File: src/rtl/memory_write_ctrl_if.sv
// Ingress byte, free-list, memory-write and frame-report signals of one
// memory_write_ctrl instance; master is the controller side.
interface memory_write_ctrl_if #(
    parameter int ADDR_W      = 10,
    parameter int BLOCK_BYTES = 64,
    parameter int DATA_WIDTH  = 8,
    parameter int LEN_W       = 16,
    parameter int CNT_W       = $clog2(BLOCK_BYTES + 1)
);
    logic                                    data_valid_i;
    logic [DATA_WIDTH-1:0]                   data_i;
    logic                                    data_end_i;
    logic                                    data_err_i;
    logic                                    ready_o;
    logic                                    alloc_req_o;
    logic                                    alloc_gnt_i;
    logic [ADDR_W-1:0]                       alloc_block_idx_i;
    logic                                    mem_we_o;
    logic                                    mem_gnt_i;
    logic [ADDR_W-1:0]                       mem_waddr_o;
    logic [BLOCK_BYTES-1:0][DATA_WIDTH-1:0]  mem_wdata_o;
    logic [ADDR_W-1:0]                       mem_next_o;
    logic                                    mem_last_o;
    logic [CNT_W-1:0]                        mem_count_o;
    logic                                    frame_done_o;
    logic [ADDR_W-1:0]                       frame_start_ptr_o;
    logic [LEN_W-1:0]                        frame_len_o;
    logic                                    frame_err_o;

    modport master (
        input  data_valid_i, data_i, data_end_i, data_err_i,
        input  alloc_gnt_i, alloc_block_idx_i, mem_gnt_i,
        output ready_o, alloc_req_o, mem_we_o, mem_waddr_o,
        output mem_wdata_o, mem_next_o, mem_last_o, mem_count_o,
        output frame_done_o, frame_start_ptr_o, frame_len_o,
        output frame_err_o
    );

    modport slave (
        output data_valid_i, data_i, data_end_i, data_err_i,
        output alloc_gnt_i, alloc_block_idx_i, mem_gnt_i,
        input  ready_o, alloc_req_o, mem_we_o, mem_waddr_o,
        input  mem_wdata_o, mem_next_o, mem_last_o, mem_count_o,
        input  frame_done_o, frame_start_ptr_o, frame_len_o,
        input  frame_err_o
    );
endinterface

File: src/rtl/memory_write_ctrl.sv
// Packs one port's ingress bytes into linked memory blocks and reports
// each stored frame's head pointer, length and error flag.
module memory_write_ctrl #(
    parameter int ADDR_W      = 10,
    parameter int BLOCK_BYTES = 64,
    parameter int DATA_WIDTH  = 8,
    parameter int LEN_W       = 16,
    parameter int CNT_W       = $clog2(BLOCK_BYTES + 1)
) (
    input logic                 clk,
    input logic                 rst,
    memory_write_ctrl_if.master bus
);
    localparam int IDX_W = $clog2(BLOCK_BYTES);

    typedef enum logic [1:0] {ALLOC, FILL, WRITE} state_t;

    state_t                                 state;
    logic [ADDR_W-1:0]                      spare;
    logic                                   spare_valid;
    logic [ADDR_W-1:0]                      cur_addr;
    logic [ADDR_W-1:0]                      head;
    logic [CNT_W-1:0]                       cnt;
    logic [LEN_W-1:0]                       len;
    logic                                   err;
    logic                                   last;
    logic [BLOCK_BYTES-1:0][DATA_WIDTH-1:0] blk;
    logic                                   done_q;
    logic [ADDR_W-1:0]                      done_ptr;
    logic [LEN_W-1:0]                       done_len;
    logic                                   done_err;

    logic xfer;
    logic in_wr;
    logic wr_go;

    assign xfer  = bus.data_valid_i && (state == FILL);
    assign in_wr = (state == WRITE);
    assign wr_go = bus.mem_we_o && bus.mem_gnt_i;

    // A non-final block may only go out once its successor is known.
    assign bus.ready_o     = (state == FILL);
    assign bus.alloc_req_o = !spare_valid;
    assign bus.mem_we_o    = in_wr && (last || spare_valid);
    assign bus.mem_waddr_o = cur_addr;
    assign bus.mem_wdata_o = blk;
    assign bus.mem_count_o = cnt;
    assign bus.mem_last_o  = in_wr && last;
    assign bus.mem_next_o  = (in_wr && !last) ? spare : '0;

    assign bus.frame_done_o      = done_q;
    assign bus.frame_start_ptr_o = done_ptr;
    assign bus.frame_len_o       = done_len;
    assign bus.frame_err_o       = done_err;

    always_ff @(posedge clk or posedge rst) begin
        if (rst) begin
            state       <= ALLOC;
            spare       <= '0;
            spare_valid <= 1'b0;
            cur_addr    <= '0;
            head        <= '0;
            cnt         <= '0;
            len         <= '0;
            err         <= 1'b0;
            last        <= 1'b0;
            blk         <= '0;
            done_q      <= 1'b0;
            done_ptr    <= '0;
            done_len    <= '0;
            done_err    <= 1'b0;
        end else begin
            done_q <= 1'b0;
            if (bus.alloc_gnt_i) begin
                spare       <= bus.alloc_block_idx_i;
                spare_valid <= 1'b1;
            end
            unique case (state)
                ALLOC: begin
                    if (spare_valid) begin
                        cur_addr    <= spare;
                        head        <= spare;
                        spare_valid <= 1'b0;
                        cnt         <= '0;
                        len         <= '0;
                        err         <= 1'b0;
                        state       <= FILL;
                    end
                end
                FILL: begin
                    if (xfer) begin
                        blk[cnt[IDX_W-1:0]] <= bus.data_i;
                        cnt <= cnt + 1'b1;
                        if (len != '1) len <= len + 1'b1;
                        if (bus.data_end_i) err <= err | bus.data_err_i;
                        if (bus.data_end_i ||
                            cnt == CNT_W'(BLOCK_BYTES - 1)) begin
                            last  <= bus.data_end_i;
                            state <= WRITE;
                        end
                    end
                end
                WRITE: begin
                    if (wr_go) begin
                        blk <= '0;
                        if (last) begin
                            done_q   <= 1'b1;
                            done_ptr <= head;
                            done_len <= len;
                            done_err <= err;
                            state    <= ALLOC;
                        end else begin
                            cur_addr    <= spare;
                            spare_valid <= 1'b0;
                            cnt         <= '0;
                            state       <= FILL;
                        end
                    end
                end
                default: state <= ALLOC;
            endcase
        end
    end
endmodule

File: src/flat_wrapper.sv
// flat-port wrapper written by rule: the top's interface ports become plain ports
module memory_write_ctrl_flat 
#(
    parameter int ADDR_W      = 10,
    parameter int BLOCK_BYTES = 64,
    parameter int DATA_WIDTH  = 8,
    parameter int LEN_W       = 16,
    parameter int CNT_W       = $clog2(BLOCK_BYTES + 1)
)
  (clk, rst, bus_data_valid_i, bus_data_i, bus_data_end_i, bus_data_err_i, bus_alloc_gnt_i, bus_alloc_block_idx_i, bus_mem_gnt_i, bus_ready_o, bus_alloc_req_o, bus_mem_we_o, bus_mem_waddr_o, bus_mem_wdata_o, bus_mem_next_o, bus_mem_last_o, bus_mem_count_o, bus_frame_done_o, bus_frame_start_ptr_o, bus_frame_len_o, bus_frame_err_o);
  memory_write_ctrl_if #(.ADDR_W(ADDR_W), .BLOCK_BYTES(BLOCK_BYTES), .DATA_WIDTH(DATA_WIDTH), .LEN_W(LEN_W), .CNT_W(CNT_W)) bus_i ();
  input logic clk;
  input logic rst;
  input wire logic [$bits(bus_i.data_valid_i)-1:0] bus_data_valid_i;
  input wire logic [$bits(bus_i.data_i)-1:0] bus_data_i;
  input wire logic [$bits(bus_i.data_end_i)-1:0] bus_data_end_i;
  input wire logic [$bits(bus_i.data_err_i)-1:0] bus_data_err_i;
  input wire logic [$bits(bus_i.alloc_gnt_i)-1:0] bus_alloc_gnt_i;
  input wire logic [$bits(bus_i.alloc_block_idx_i)-1:0] bus_alloc_block_idx_i;
  input wire logic [$bits(bus_i.mem_gnt_i)-1:0] bus_mem_gnt_i;
  output wire logic [$bits(bus_i.ready_o)-1:0] bus_ready_o;
  output wire logic [$bits(bus_i.alloc_req_o)-1:0] bus_alloc_req_o;
  output wire logic [$bits(bus_i.mem_we_o)-1:0] bus_mem_we_o;
  output wire logic [$bits(bus_i.mem_waddr_o)-1:0] bus_mem_waddr_o;
  output wire logic [$bits(bus_i.mem_wdata_o)-1:0] bus_mem_wdata_o;
  output wire logic [$bits(bus_i.mem_next_o)-1:0] bus_mem_next_o;
  output wire logic [$bits(bus_i.mem_last_o)-1:0] bus_mem_last_o;
  output wire logic [$bits(bus_i.mem_count_o)-1:0] bus_mem_count_o;
  output wire logic [$bits(bus_i.frame_done_o)-1:0] bus_frame_done_o;
  output wire logic [$bits(bus_i.frame_start_ptr_o)-1:0] bus_frame_start_ptr_o;
  output wire logic [$bits(bus_i.frame_len_o)-1:0] bus_frame_len_o;
  output wire logic [$bits(bus_i.frame_err_o)-1:0] bus_frame_err_o;
  assign bus_i.data_valid_i = bus_data_valid_i;
  assign bus_i.data_i = bus_data_i;
  assign bus_i.data_end_i = bus_data_end_i;
  assign bus_i.data_err_i = bus_data_err_i;
  assign bus_i.alloc_gnt_i = bus_alloc_gnt_i;
  assign bus_i.alloc_block_idx_i = bus_alloc_block_idx_i;
  assign bus_i.mem_gnt_i = bus_mem_gnt_i;
  assign bus_ready_o = bus_i.ready_o;
  assign bus_alloc_req_o = bus_i.alloc_req_o;
  assign bus_mem_we_o = bus_i.mem_we_o;
  assign bus_mem_waddr_o = bus_i.mem_waddr_o;
  assign bus_mem_wdata_o = bus_i.mem_wdata_o;
  assign bus_mem_next_o = bus_i.mem_next_o;
  assign bus_mem_last_o = bus_i.mem_last_o;
  assign bus_mem_count_o = bus_i.mem_count_o;
  assign bus_frame_done_o = bus_i.frame_done_o;
  assign bus_frame_start_ptr_o = bus_i.frame_start_ptr_o;
  assign bus_frame_len_o = bus_i.frame_len_o;
  assign bus_frame_err_o = bus_i.frame_err_o;
  memory_write_ctrl #(.ADDR_W(ADDR_W), .BLOCK_BYTES(BLOCK_BYTES), .DATA_WIDTH(DATA_WIDTH), .LEN_W(LEN_W), .CNT_W(CNT_W)) u_core (.clk(clk), .rst(rst), .bus(bus_i));
endmodule
File: config.mk
export PLATFORM = sky130hd
export DESIGN_NAME = memory_write_ctrl_flat
export DESIGN_NICKNAME = d
export VERILOG_FILES = /design/src/rtl/memory_write_ctrl_if.sv /design/src/rtl/memory_write_ctrl.sv /design/src/flat_wrapper.sv
export SDC_FILE = /design/constraint.sdc
export NUM_CORES = 1
export LEC_CHECK = 0
export CAP_MARGIN = 20
export CORE_AREA = 3 3 231 233
export CTS_CLUSTER_SIZE = 14
export DETAILED_ROUTE_END_ITERATION = 8
export DIE_AREA = 0 0 234 236
export PLACE_DENSITY = 0.81
export SYNTH_ARGS = -nofsm -noshare
export SYNTH_HDL_FRONTEND = slang
export SYNTH_SLANG_ARGS = --single-unit
File: constraint.sdc
create_clock -name clk -period 41.4 [get_ports clk]
set_input_delay 8.28 -clock clk [delete_from_list [all_inputs] [get_ports clk]]
set_output_delay 8.28 -clock clk [all_outputs]
set_load 0.02 [all_outputs]
=== After elaboration in Yosys (flattened, before gate mapping) ===
Index checks and enable logic that the tools add are counted.

* Register bits after elaboration: 598
* Bits in latches: 0
* Bits in writable memories: 0
* Bits in read-only memories: 0
* Output and inout port bits: 571
* Word-level logic and storage cells: 155
* Memories: 0

* $add $sub $neg: 2
* Multiply operators: 0
* Divide/modulo/power cells: 0
* Magnitude comparators: 2
* Equal/unequal tests: 11
* Shift operators: 0
* Muxes and demuxes: 38
* Bitwise gates (word level): 1
* Reductions and logical operators: 24

{| class="wikitable"
|+ Operators by type and width
! cell !! count
|-
| two-way mux 512 bit || 2
|-
| case mux 512 bit (2 select lines) || 1
|-
| bitwise mux 512 bit || 1
|-
| demux 8 bit (select 6 bit) || 1
|-
| two-way mux 16 bit || 3
|-
| two-way mux 10 bit || 4
|-
| case mux 16 bit (2 select lines) || 1
|-
| two-way mux 7 bit || 4
|-
| case mux 7 bit (3 select lines) || 1
|-
| case mux 10 bit (2 select lines) || 1
|-
| adder 16 x 1 -> 16 bit, second input constant || 1
|-
| != test 16 bit, second input constant || 1
|-
| AND reduction 4 bit || 4
|-
| two-way mux 1 bit || 11
|-
| AND reduction 3 bit || 3
|-
| two-way mux 2 bit || 4
|-
| two-way mux 8 bit || 1
|-
| != test 2 x 1 -> 1 bit, second input constant || 4
|-
| adder 7 x 1 -> 7 bit, second input constant || 1
|-
| == test 7 x 6 -> 1 bit, second input constant || 1
|-
| < comparator 6 x 7 -> 1 bit, second input constant || 1
|-
| greater-or-equal comparator 6 x 1 -> 1 bit, second input constant || 1
|-
| logical AND 1 bit || 6
|-
| != test 2 bit, second input constant || 3
|-
| 12 further kinds || 17
|}

=== Depth between registers and ports, before layout ===
* Depth in word-level cells: 7
* Depth in mapped cells: 7
* Mapped depth without buffers: 5

=== Worst setup path after synthesis ===
OpenSTA, ideal clock, no wires.

* Path kind: input port to flip-flop
* Start: input bus_mem_gnt_i
* End: register u_core.blk (netlist bit u_core.bus.mem_wdata_o[104])
* Setup time: 0.121 ns
* Arrival: 9.430 ns
* Data required time: 41.279 ns
* Slack: 31.849 ns
* Stages: 5
* Cells stage by stage: o21ai_0 > o21ai_2 > buf_2 > o21ai_1 > a22o_1

* Longest elaborated chain between the ends: 3

{| class="wikitable"
|+ Ends and longest elaborated chain
! element !! RTL line !! text
|-
| start: declaration || flat_wrapper.sv:20 || <nowiki>input wire logic [$bits(bus_i.mem_gnt_i)-1:0] bus_mem_gnt_i;</nowiki>
|-
| logical AND 1 bit || memory_write_ctrl.sv:39 || <nowiki>assign wr_go = bus.mem_we_o && bus.mem_gnt_i;</nowiki>
|-
| != test 2 bit (no line) || -- ||
|-
| AND reduction 3 bit (no line) || -- ||
|-
| end signal: indexed assignment || memory_write_ctrl.sv:92 || <nowiki>blk[cnt[IDX_W-1:0]] <= bus.data_i;</nowiki>
|-
| end: declaration || memory_write_ctrl.sv:27 || <nowiki>logic [BLOCK_BYTES-1:0][DATA_WIDTH-1:0] blk;</nowiki>
|}

Every way passes these cells.
A chain may end at the register's enable or synchronous reset.

=== Worst setup path after layout ===
* Start: register u_core.state[0]
* End: output bus_mem_next_o[7]

* Longest elaborated chain between the ends: 3

{| class="wikitable"
|+ Ends and longest elaborated chain
! element !! RTL line !! text
|-
| start: declaration || memory_write_ctrl.sv:18 || <nowiki>state_t state;</nowiki>
|-
| start signal: assignment || memory_write_ctrl.sv:58 || <nowiki>state <= ALLOC;</nowiki>
|-
| start signal: assignment || memory_write_ctrl.sv:87 || <nowiki>state <= FILL;</nowiki>
|-
| start signal: assignment || memory_write_ctrl.sv:99 || <nowiki>state <= WRITE;</nowiki>
|-
| == test 2 bit || memory_write_ctrl.sv:38 || <nowiki>assign in_wr = (state == WRITE);</nowiki>
|-
| logical AND 1 bit || memory_write_ctrl.sv:49 || <nowiki>assign bus.mem_next_o = (in_wr && !last) ? spare : '0;</nowiki>
|-
| two-way mux 10 bit || memory_write_ctrl.sv:49 ||
|-
| end: declaration || flat_wrapper.sv:26 || <nowiki>output wire logic [$bits(bus_i.mem_next_o)-1:0] bus_mem_next_o;</nowiki>
|}

Every way passes these cells.

==> flow_summary.rst <==
.. list-table::
   :header-rows: 1

   * - Metric
     - Value
   * - Worst stage delay on the critical path
     - 0.63 ns
   * - RSZ-0062 raised after global routing
     - no
   * - Hold Buf Count CTS
     - 0
   * - Number of buffer and inverter instances along the worst setup path
     - 1
   * - Worst flop-to-flop path endpoint
     - u_core.bus.mem_wdata_o[104]
   * - Area of the core region
     - 51400 µm²
   * - Number of detailed-route iterations in the first pass
     - 5
   * - Xor and xnor fraction of the mapped netlist area
     - 0.116%
   * - Setup slack of the worst register-to-register path
     - approximately 38 ns
   * - Synthesized Nets
     - 1617
   * - Gates resized, CTS repair
     - 0
   * - Number of distinct library cells after synthesis
     - between 50 and 60
   * - Starting density of the core
     - 44.2%
   * - Total setup violations reported at the end of the flow
     - 0
   * - Share of the synthesized area in compound gates (AO/OA/AOI/OAI)
     - ~23%
   * - Count of synthesis-stage warnings from yosys
     - 0
   * - Worst-case vdd ir drop
     - 0.0634 mV
   * - Post-Synthesis Mean Instance Area
     - 14.3 µm²
   * - Port buffer count
     - 595
   * - Post-CTS Setup Bufs
     - 0
   * - Setup Slack @ Placement
     - 30.09 ns
   * - Mux cell area share after synthesis
     - 3.01%
   * - Total of flip-flops plus latches after synthesis
     - between 500 and 600
   * - Total detailed-routing wirelength
     - 78900 µm
   * - Growth of design area from synthesis to finish
     - 37.9%
   * - Gp weighted congestion
     - 0.851
   * - Maximum number of pins on one net before global-route repair
     - 187
   * - Post-DR wirelength/cell
     - around 27 µm
   * - Antenna violation net count after detailed routing
     - 0
   * - Run status
     - finished clean
   * - Worst hold endpoint
     - u_core.bus.mem_wdata_o[148]
   * - Clock tree sinks
     - about 600
   * - Chip width
     - roughly 230 µm
   * - Antenna violations before repair
     - 0
   * - Adder-Cell Fraction of Synth Area
     - 0.110%
   * - Critical path cell sequence
     - nand2b_1 > nor2_1 > and2_1 > clkdlybuf4s50_1
   * - Die outline height
     - between 200 and 250 µm
   * - Number of cells on the worst reg-to-reg path
     - 4
   * - Cell family with most CP delay
     - simple AND/OR/NAND/NOR gates
   * - Total count of max-transition violations in the final report
     - 0
   * - Critical path capture point type
     - primary output
   * - Number of max-cap violations
     - 0
   * - Worst Clk Skew
     - 0.0207 ns
   * - Seq/Total Area, Yosys
     - between 60% and 70%
   * - Final hold violation count
     - 0
   * - Transition time at the pin with the least slew margin
     - 1.17 ns
   * - Via count normalized by instance count
     - 6.15
   * - Max frequency
     - 90.3 MHz
   * - Tightest Hold Check Type
     - register to register
   * - Total standard cell area after synthesis
     - 22700 µm²
   * - Vias
     - 17700
   * - Maximum fanout count along the critical path
     - 12
   * - Worst r2r src
     - u_core.bus.mem_count_o[2]
   * - Endpoint required time on the critical path
     - 33.12 ns
   * - Rows
     - just over 80
   * - Number of enable-type register cells in the synthesized netlist
     - 0
   * - Data arrival at the endpoint of the critical path
     - 2.79 ns
   * - First-pass GRT wire length
     - 117000 µm
   * - Global router's overall resource usage
     - 27.7%
   * - Critical setup path kind
     - register to primary output
   * - Number of instances in the synthesized netlist
     - around 1600
   * - Nets@finish
     - between 2000 and 2500
   * - Number of buffers created by CTS
     - 60
   * - TritonCTS clock tree
     - done
   * - Filler instances
     - 3802
   * - Cell Pwr Density
     - 54.1 nW/µm²
   * - Proportion of register bits with asynchronous set or reset after synthesis
     - 100%
   * - Leading register cell type out of synthesis
     - dfrtp_1
   * - Main combinational cell family by area after synthesis
     - compound AO/OA/AOI/OAI gates
   * - Fin Setup TNS
     - 0 ns
   * - Final period utilization
     - 26.7%
   * - Cell count of the worst hold path
     - 1
   * - Buffer type at the clock tree root
     - clkbuf_16
   * - Source of the critical timing path
     - u_core.state[0]
   * - Insertion delay of the later-clocked pin in the worst-skew pair
     - 0.61 ns
   * - Start point of the worst min-delay path
     - u_core.bus.mem_wdata_o[148]
   * - Floorplan die area
     - about 55000 µm²
   * - Sum of internal, switching and leakage power
     - 0.00169 W
   * - Worst Setup Slack, final
     - 30.33 ns
   * - Clock-pin slew on the worst setup and hold paths
     - 0.06 ns
   * - Deepest clock path buffer count
     - 3
   * - Grt total ovfl
     - 0
   * - Placed wire-length estimate
     - 49700 µm
   * - Time the final worst path needs with I/O delays and setup
     - 11.07 ns
   * - Diodes inserted
     - 0
   * - Kind of start point of the critical path
     - register
   * - CTS H-Tree Depth
     - 2
   * - Normalized max-slew margin
     - 22.3%
   * - DRC violations left
     - 0
   * - First DRT Iteration DRCs
     - roughly 1700
   * - Leakage
     - ~14 nW
   * - Fraction of layout cells with a size suffix above 1
     - 12.0%
   * - Via count of the first global-routing pass
     - 18200
   * - Cell with the largest stage delay on the worst path
     - clkdlybuf4s50_1
   * - Ports
     - 596
   * - Simple-gate share of the synthesized area
     - 5.16%
==> layer usage <==
layer	up-vias	global-route usage [%]	share of wire (%)
li1	7246	-	-
met1	9154	34.2	37
met2	1106	45.1	48
met3	220	7.56	10
met4	0	13.4	4.9
met5	-	0	0
==> Yosys cell counts (3+ instances only) <==
cell type / count / area share [%]
a21oi_1: 4 / 0.088
a22o_1: 515 / 20
and2_1: 20 / 0.55
buf_1: 9 / 0.15
buf_2: 41 / 0.90
buf_4: 9 / 0.30
clkbuf_1: 46 / 0.76
dfrtp_1: 598 / 66
inv_1: 15 / 0.25
mux2_2: 58 / 2.9
mux2i_1: 3 / 0.13
nand2_1: 19 / 0.31
nand2b_1: 7 / 0.19
nand3_1: 10 / 0.22
nand4_1: 6 / 0.17
nand4b_1: 4 / 0.15
nand4bb_1: 6 / 0.30
nor2_1: 40 / 0.66
nor2_2: 18 / 0.50
nor2_4: 19 / 0.94
nor3_1: 5 / 0.11
nor4_1: 3 / 0.083
o211ai_1: 3 / 0.099
o21ai_0: 11 / 0.24
o21ai_1: 26 / 0.57
o21ai_2: 39 / 1.5
o311ai_0: 7 / 0.27
or3_1: 6 / 0.17
or4_1: 5 / 0.17
or4b_1: 4 / 0.18
xor2_1: 3 / 0.12
==> layout make-up <==
cell class              count  area (µm²)  share of cell area [%]
clock buffers              83        1700                    5.43
clock inverters            25         343                    1.10
inverters                  15        63.8                   0.204
multi-input cells         869        7210                    23.0
flip-flops and latches    598       15000                    47.8
well taps                 680         851                    2.72
repair buffers            614        6170                    19.7
==> logic make-up after synthesis <==
family,count (synthesis)
compound gates,620
xor+xnor,3
mux,61
flops,598
fa+ha+maj,2
buf+inv,123
simple gates,183
==> worst max-delay path by stage <==
stage	slack, ns	cells past startpoint	to
after floorplan	16.38	1	u_core.bus.frame_done_o
after global placement	30.13	4	u_core.bus.mem_wdata_o[200]
after detailed placement	30.09	4	u_core.bus.mem_wdata_o[122]
after CTS	30.31	4	bus_mem_next_o[7]
after global routing	30.26	4	bus_mem_next_o[7]
final	30.33	4	bus_mem_next_o[7]
==> state kept, by name, summed over array words and instances (netlist names) <==
signal                        count
u_core.state                      2
u_core.bus.frame_len_o           16
u_core.spare_valid                1
u_core.bus.frame_err_o            1
u_core.spare                     10
u_core.bus.frame_done_o           1
u_core.bus.mem_count_o            7
u_core.bus.mem_wdata_o          512
u_core.len                       16
u_core.head                      10
u_core.err                        1
u_core.bus.frame_start_ptr_o     10
u_core.bus.mem_waddr_o           10
u_core.last                       1
==> metrics by stage <==
stage / std cells / instance area (µm²) / hold WS [ns] / util, %
after detailed placement: 2773 / 29200 / 0.481 / 56.8
after CTS: 2881 / 31200 / 0.500 / 60.7
after floorplan: 1590 / 22700 / 0.459 / -
after global placement: 2773 / 29200 / 0.482 / 56.8
after global routing: 2884 / 31300 / 0.507 / 60.9
final: 2884 / 31300 / 0.498 / 60.9
==> cell usage in the layout, fill, tap and decap left out, types with 3 or more instances in the layout <==
cell	n
o21ai_1	26
and2_4	8
nand2b_1	5
bufinv_16	8
a21oi_1	4
a22o_1	515
nand3_1	10
clkbuf_8	9
nor3_1	5
clkinv_2	11
nor4_1	3
clkbuf_1	13
and2_1	12
inv_1	14
mux2_2	58
nor2_2	18
nand4b_1	4
nand4_1	6
o311ai_0	7
clkdlybuf4s50_1	595
o21ai_0	11
nand4bb_1	6
buf_4	15
buf_16	3
o211ai_1	3
clkinvlp_4	4
or3_1	6
mux2i_1	3
or4_1	5
nor2_4	19
dfrtp_1	598
xor2_1	3
nand2_1	19
clkbuf_16	61
nor2_1	40
o21ai_2	38
or4b_1	4
==> report_power, final <==
group	internal, W	leakage (nW)	total [W]	switching, W
clock	0.000335	0.998	0.000566	0.000230
combinational	0.000162	4.63	0.000424	0.000262
sequential	0.000647	8.20	0.000703	0.0000558
Note: power is estimated with default switching activity, not from simulation.
==> RTL change: new RTL, same settings <==
`DATA_WIDTH` is set to 8 in 3 places; all go to 10.
--- a/src/rtl/memory_write_ctrl_if.sv
+++ b/src/rtl/memory_write_ctrl_if.sv
@@ -3,7 +3,7 @@
 interface memory_write_ctrl_if #(
     parameter int ADDR_W      = 10,
     parameter int BLOCK_BYTES = 64,
-    parameter int DATA_WIDTH  = 8,
+    parameter int DATA_WIDTH  = 10,
     parameter int LEN_W       = 16,
     parameter int CNT_W       = $clog2(BLOCK_BYTES + 1)
 );
--- a/src/rtl/memory_write_ctrl.sv
+++ b/src/rtl/memory_write_ctrl.sv
@@ -3,7 +3,7 @@
 module memory_write_ctrl #(
     parameter int ADDR_W      = 10,
     parameter int BLOCK_BYTES = 64,
-    parameter int DATA_WIDTH  = 8,
+    parameter int DATA_WIDTH  = 10,
     parameter int LEN_W       = 16,
     parameter int CNT_W       = $clog2(BLOCK_BYTES + 1)
 ) (
--- a/src/flat_wrapper.sv
+++ b/src/flat_wrapper.sv
@@ -3,7 +3,7 @@
 #(
     parameter int ADDR_W      = 10,
     parameter int BLOCK_BYTES = 64,
-    parameter int DATA_WIDTH  = 8,
+    parameter int DATA_WIDTH  = 10,
     parameter int LEN_W       = 16,
     parameter int CNT_W       = $clog2(BLOCK_BYTES + 1)
 )
Ports: changed (resized bus_data_i and bus_mem_wdata_o); port bits go from 596 to 726. No check against the original RTL was run, so the function may have changed too.
==> RTL change against the unedited design <==
Area after synthesis increased by 20%. Non-clock buffer count grew 133. Worst setup slack worse by 9.1 ps. Sequential cell count rose by 128. Power grew 10%. Final area up 19%. Largest power group unchanged. Worst hold slack worse by 0.66 ps. Routed wire length grew 30%.
==> RTL change: results (changes against the unedited design) <==
outcome:
  status: "complete, no violations"
place:
  place_area_sq_mm: 0.0347  # +19%
  dpl_worst_slack_ps: 29820  # -266 ps
  io_buffers: 725  # +22%
  gp_congestion: 0.886  # +4.2%
  place_inst: 3170  # +14%
  hpwl_um: 65900  # +33%
global_route:
  grt_pass1_wl_um: 151000  # +29%
  grtUsageMet1_pct: 46.1  # +12 points
  track_usage_pct: 36.6  # +8.8 points
  grtUsageMet2_pct: 55.9  # +11 points
  grt_use_met3_pct: 11.3  # +3.7 points
finish:
  nets: 2596  # +19%
detailed_routing:
  drt-pass1-iter-count: 6  # +1
  route.met2.wl_um: 47100  # +24%
  wl_met3_um: 11600  # +48%
  drtIter0Drc: 2102  # +22%
  vias_per_cell: 6.52  # +6.0%
  wl_um: 102000  # +30%
worst_setup_path:
  r2r-end: "u_core.bus.mem_wdata_o[209]$_DFFE_PP0P_"
  r2r-start: "u_core.state[1]$_DFFE_PP0P_"
  crit_fanout: 10  # -2
  arrival_ps: 2800  # about the same
  rr_worst_depth: 7  # +3
timing:
  relSlewSlack_pct: 18.6  # -3.6 points
  worst_hold_slack_ps: 497  # -0.656 ps
  finClkSkew_ps: 17.0  # -3.66 ps
  fmax_ghz: 0.0903  # about the same
power:
  pg_seq_mw: 0.790  # +12%
  ir_drop_mv: 0.0495  # -22%
  p_leak_nw: 16.8  # +21%
  p_per_area_mw_per_mm2: 50.2  # -7.2%
  swShare_pct: 30.8  # -1.5 points
logic_synthesis:
  synth_commonest_cells: "dfrtp_1 (726), a22o_1 (642), nor2_1 (80)"
  synth-compound-area-share_pct: 24.1  # +0.92 points
  synth.area.top_cells: "dfrtp_1 (67%), a22o_1 (21%), mux2_2 (2.3%)"
  avgSynthCellArea_sq_um: 14.2  # -0.28%
clocking:
  h-tree-depth: 3  # +1
  cts-buffers-inserted: 73  # +22%
worst_hold_path:
  hold_end: "u_core.bus.mem_wdata_o[41]$_DFFE_PP0P_"
-- RTL change: cell count changes in the layout (fill, tap and decap cells not counted), sizes merged, moves of 14 or more --
| cell | unedited run | this run |
|---|---|---|
| a22o | 515 | 642 |
| clkbuf | 83 | 104 |
| clkdlybuf4s50 | 595 | 725 |
| dfrtp | 598 | 726 |
| nand2 | 20 | 35 |
| o21ai | 76 | 90 |
-- RTL change: cell type report --
cell class | instances | area, sq um
Clock buffer | 104 | 2110
Clock inverter | 28 | 373
Fill cell | 3279 | 14200
Inverter | 11 | 48.8
Multi-Input combinational cell | 1008 | 8230
Sequential cell | 726 | 18200
Tap cell | 680 | 851
Timing Repair Buffer | 747 | 7470
-- RTL change: worst max-delay path, cell delays in order (launching register included) --
cell	delay [ps]
dfrtp_1	460
nand2b_1	290
nor2_1	560
and2_1	240
clkdlybuf4s50_1	640
